[config.mk]
export PLATFORM = sky130hd
export DESIGN_NAME = i2c_master_phy
export DESIGN_NICKNAME = d
export VERILOG_FILES = /design/src/rtl/i2c_master_phy.sv
export SDC_FILE = /design/constraint.sdc
export NUM_CORES = 1
export LEC_CHECK = 0
export ABC_AREA = 1
export ABC_CLOCK_PERIOD_IN_PS = 1980
export CAP_MARGIN = 25
export CORE_MARGIN = 8
export CORE_UTILIZATION = 55
export CTS_CLUSTER_SIZE = 30
export DETAILED_ROUTE_END_ITERATION = 8
export PLACE_DENSITY = 0.77
export SLEW_MARGIN = 20
export SYNTH_ARGS = -nofsm -noshare
export SYNTH_HDL_FRONTEND = slang
export SYNTH_SLANG_ARGS = --single-unit
[constraint.sdc]
create_clock -name clk -period 1.98 [get_ports clk]
set_input_delay 0.594 -clock clk [delete_from_list [all_inputs] [get_ports clk]]
set_output_delay 0.594 -clock clk [all_outputs]
set_load 0.01 [all_outputs]
[src/rtl/i2c_master_phy.sv]
// Bit-level I2C master: turns start/send/receive/stop requests into open-drain SCL/SDA quarter-phase waveforms.
// Optional build macro I2C_CLOCK_STRETCH_EN lets a slave stretch SCL by holding scl_i low.
module i2c_master_phy #(
    parameter int unsigned QDIV = 250,
    parameter int unsigned QW   = 16
) (
    input  logic       clk,
    input  logic       reset,
    input  logic       start,
    input  logic       send,
    input  logic       receive,
    input  logic       rx_nack,
    input  logic       stop,
    input  logic [7:0] datasend,
    output logic       sended,
    output logic [7:0] datareceive,
    output logic       received,
    output logic       nack,
    output logic       isReady,
    output logic       busy,
    output logic       scl_oe,
    output logic       sda_oe,
    input  logic       scl_i,
    input  logic       sda_i
);

    typedef enum logic [3:0] {
        IDLE, START, HOLD, TX_BIT, TX_ACK, RX_BIT, RX_ACK, RSTART, STOP
    } state_t;

    state_t         state, stateNext;
    logic [QW-1:0]  cnt;
    logic [1:0]     q;
    logic [2:0]     bitIdx;
    logic [7:0]     txData;
    logic [7:0]     shiftReg;
    logic           rxNackLat;
    logic           counting;
    logic           stretch;
    logic           qtick;
    logic           lastQ;

    assign counting = (state != IDLE) && (state != HOLD);

`ifdef I2C_CLOCK_STRETCH_EN
    assign stretch = ~scl_oe & ~scl_i;
`else
    // pin sense is deliberately ignored; timing is purely counter based
    assign stretch = scl_i & 1'b0;
`endif

    assign qtick = counting && !stretch && (cnt == QW'(QDIV - 1));
    assign lastQ = qtick && (q == 2'd3);

    assign isReady  = (state == IDLE);
    assign busy     = ~isReady;
    assign sended   = (state == TX_ACK);
    assign received = (state == RX_ACK);

    always_ff @(posedge clk) begin
        if (!reset) begin
            state       <= IDLE;
            cnt         <= '0;
            q           <= '0;
            bitIdx      <= '0;
            txData      <= '0;
            shiftReg    <= '0;
            rxNackLat   <= 1'b0;
            nack        <= 1'b0;
            datareceive <= '0;
        end else begin
            state <= stateNext;

            if (!counting || stretch || qtick) cnt <= '0;
            else                               cnt <= cnt + 1'b1;

            if (!counting)  q <= '0;
            else if (qtick) q <= q + 2'd1;

            if (state == HOLD && !stop && !start) begin
                if (send) begin
                    txData <= datasend;
                    bitIdx <= 3'd7;
                end else if (receive) begin
                    rxNackLat <= rx_nack;
                    bitIdx    <= 3'd7;
                end
            end

            if ((state == TX_BIT || state == RX_BIT) && lastQ)
                bitIdx <= bitIdx - 3'd1;

            if (state == TX_ACK && qtick && q == 2'd2)
                nack <= sda_i;

            if (state == RX_BIT && qtick && q == 2'd1)
                shiftReg[bitIdx] <= sda_i;

            // bit 0 was sampled at the end of q1, so shiftReg is complete here
            if (state == RX_BIT && lastQ && bitIdx == 3'd0)
                datareceive <= shiftReg;
        end
    end

    always_comb begin
        stateNext = state;
        scl_oe    = 1'b0;
        sda_oe    = 1'b0;
        case (state)
            IDLE: begin
                if (start) stateNext = START;
            end
            START: begin
                scl_oe = (q >= 2'd2);
                sda_oe = (q != 2'd0);
                if (lastQ) stateNext = HOLD;
            end
            HOLD: begin
                scl_oe = 1'b1;
                if (stop)         stateNext = STOP;
                else if (start)   stateNext = RSTART;
                else if (send)    stateNext = TX_BIT;
                else if (receive) stateNext = RX_BIT;
            end
            TX_BIT: begin
                scl_oe = (q == 2'd0) || (q == 2'd3);
                sda_oe = ~txData[bitIdx];
                if (lastQ && bitIdx == 3'd0) stateNext = TX_ACK;
            end
            TX_ACK: begin
                scl_oe = (q == 2'd0) || (q == 2'd3);
                if (lastQ) stateNext = HOLD;
            end
            RX_BIT: begin
                scl_oe = (q == 2'd0) || (q == 2'd3);
                if (lastQ && bitIdx == 3'd0) stateNext = RX_ACK;
            end
            RX_ACK: begin
                scl_oe = (q == 2'd0) || (q == 2'd3);
                sda_oe = ~rxNackLat;
                if (lastQ) stateNext = HOLD;
            end
            RSTART: begin
                scl_oe = (q == 2'd0) || (q == 2'd3);
                sda_oe = (q >= 2'd2);
                if (lastQ) stateNext = HOLD;
            end
            STOP: begin
                scl_oe = (q == 2'd0);
                sda_oe = (q <= 2'd1);
                if (lastQ) stateNext = IDLE;
            end
            default: stateNext = IDLE;
        endcase
    end

endmodule

==> results.ini <==
[status]
status=finished with violations
failed_checks=setup timing

[placement]
gp_congestion=0.897
place_inst=511
hpwl_um=4870
pre_cts_slack_ps=-236
io_buffers=30

[drt]
postRouteAntennaNets=0
drc=0
detail_route.iter0.violations=191
viasPerCell=5.19
wl_um=6660
vias=2709
routedWlPerCell_um=12.8
drt_first_pass_iters=4

[global_routing]
overflow=0
grt_usage=0.182
grt_pass1_vias=2574
antenna_found_initial=0
grt_max_degree=32
grt_first_pass_wirelength_um=11100

[cells_and_area]
postLayoutCoreUtil=0.748
diodes=0
multi_input_area_sq_mm=0.00152
nFillCells=385
regArea_sq_mm=0.00105
layout.nets=479
layout-drive-gt1-share=0.242
syn2layout_area_growth_pct=30.6
stdcell_count=522

[cts]
clk_latency_ps=310
clock_path_buffers=2
clk_pin_slew_ps=100
cts_tree=done
clock_sinks=51
root_buffer=clkbuf_8
cts_made_buffers=5
htree_levels=2

[synth]
synth_top_area_share=0.375
synth_ff_type=dfxtp_1
syn_area_sq_mm=0.00272
synthArstFlopShare=0
syn-num-nets=412
yosysTopAreaCell=dfxtp_1
synth.distinct_cells=36
yosysWarnings=0
synth_edf_count=0
synth_area_leaders=dfxtp_1 37%, nor2_1 12%, inv_1 6.1%, o21ai_0 5.3%, nand2_1 5.2%
syn_inst=387
synth-seq-cells=51
ys_seq_area_frac=0.375
avgSynthCellArea_sq_um=7.04

[flow_run]
cap_viol_max_count=0

[die]
pin_count=32
die_width_um=86.4
core_area_sq_mm=0.00475
row_count=25
fp.dieH_um=86.4
die_area_sq_mm=0.00746
start_util=0.573

[timing]
slew_viol_final=0
timing.hold.ws_ps=465
fin_crit_ps=2120
worst_slew_margin_rel=0.710
tightest_slew_ps=434
timing.fmax_mhz=471
finalCritPeriodShare=1.07
rsz0062_at_grt=true
finalHoldViolCount=0
setup_ws_ps=-142
setup-violations-final=2
finalClockSkew_ps=4.23

[setup_path]
start_kind=flip-flop
crit_slowest_cell=dfxtp_4
crit_chain=inv_1 -> nor3_2 -> nand2_1 -> nand3_1 -> nor3_1 -> nand4_1 -> nand2_1 -> buf_2
path_max_fanout=6
arrival_ps=1530
cp_common_cell=nand2_1
critPathCaptureType=output port
max_stage_delay_ps=400
worstSetupPathType=reg -> out
critical_path_required_ps=1390

[power]
power_density_mw_per_mm2=813
peakVddDrop_mv=0.781
leakage_nw=1.50

[hold_path]
hp-class=reg -> reg

[power breakdown]
group / total, mW / switching (mW) / internal, mW
combinational: 0.992 / 0.547 / 0.445
clock: 0.754 / 0.373 / 0.381
sequential: 1.15 / 0.0684 / 1.08
total: 2.89 / 0.988 / 1.91
[worst max-delay path, delay by kind of cell (launching register included)]
kind	cells	cell delay (ps)
AND/OR/NAND/NOR	6	600
buffers and inverters	2	240
flip-flops	1	400
[cell families (layout without fill, tap and decap cells)]
logic type,count (synthesis),after routing,synth area share
AOI/OAI and AO/OA,67,67,0.136
adders and majority gates,8,8,0.0367
and+or+nand+nor,195,195,0.346
xor gates and xnor gates,4,4,0.0129
DFF,51,51,0.375
buffers and inverters,62,130,0.0937
[path summary, 6_finish.rpt]
kind / from / end / slack (ps) / depth (start not counted)
hold reg to reg: txData[7]$_SDFFE_PN0P_ / txData[7]$_SDFFE_PN0P_ / 470 / 2
setup / recovery: bitIdx[0]$_SDFFE_PN0P_ / sda_oe / -140 / 8
setup reg to reg: bitIdx[0]$_SDFFE_PN0P_ / state[1]$_SDFFE_PN0P_ / 130 / 10
hold / removal: txData[7]$_SDFFE_PN0P_ / txData[7]$_SDFFE_PN0P_ / 470 / 2
[stage by stage]
step                setup TNS, ps  cell area, sq um  total power, mW
floorplan                       0              2720             1.71
global placement             -501              3330             2.11
detailed placement           -525              3330             2.14
CTS                          -291              3550             2.91
global route                 -383              3560             3.04
finish                       -268              3560             2.89
[routing by layer]
metal  up-vias  track usage  share of wire
met5         -            0              0
met1      1221        0.208           0.45
met4         0       0.0798          0.016
met3        12       0.0359          0.041
li1       1401            -              -
met2        75        0.318           0.50
[final cells by class]
type | instances | area share
Inverter | 51 | 0.0563
Sequential cell | 51 | 0.294
Tap cell | 67 | 0.0236
Clock buffer | 5 | 0.0193
Clock inverter | 3 | 0.0130
Multi-Input combinational cell | 274 | 0.428
Timing Repair Buffer | 71 | 0.166
[registers in the layout, summed over array words and instances (netlist names)]
signal and count:
bitIdx 3, txData 8, shiftReg 8, cnt 16
rxNackLat 1, nack 1, q 2, datareceive 8
state 4
[cell usage after synthesis (7+ instances only)]
cell type / count
nand3_1: 19
ha_1: 8
nor2_2: 7
nor3_1: 15
o21ai_0: 29
inv_1: 44
nand4_1: 12
dfxtp_1: 51
nand2_1: 38
nor2_1: 85
a21oi_1: 20
[repair_timing]
item                       4_1_cts  5_1_grt
pin swaps                        8        3
cloned                           0        0
hold buffers                     0        0
setup endpoints to repair        6        6
buffers inserted                 2        1
resized for setup               44       15
[cell usage in the layout (no fill, tap or decap), types with 2 or more instances in the layout]
master,Yosys,final
nor2_1,85,81
xnor2_1,2,2
nand3_1,19,19
xor2_1,2,2
nor2_2,7,9
nor2_4,6,8
buf_2,5,5
o21ai_1,5,5
inv_4,0,3
ha_4,0,2
clkbuf_8,0,5
ha_1,8,5
nand2_2,6,6
nand4_4,2,2
nor3_1,15,11
clkdlybuf4s50_1,0,24
nand4_1,12,12
o22ai_1,2,2
nand2_1,38,38
inv_1,44,41
o21ai_0,29,29
inv_2,6,6
dfxtp_1,51,42
dfxtp_2,0,3
dfxtp_4,0,6
nor3_2,0,4
buf_4,0,40
a21oi_1,20,20
o211ai_1,4,4
Power figures use the tool's default switching activity.
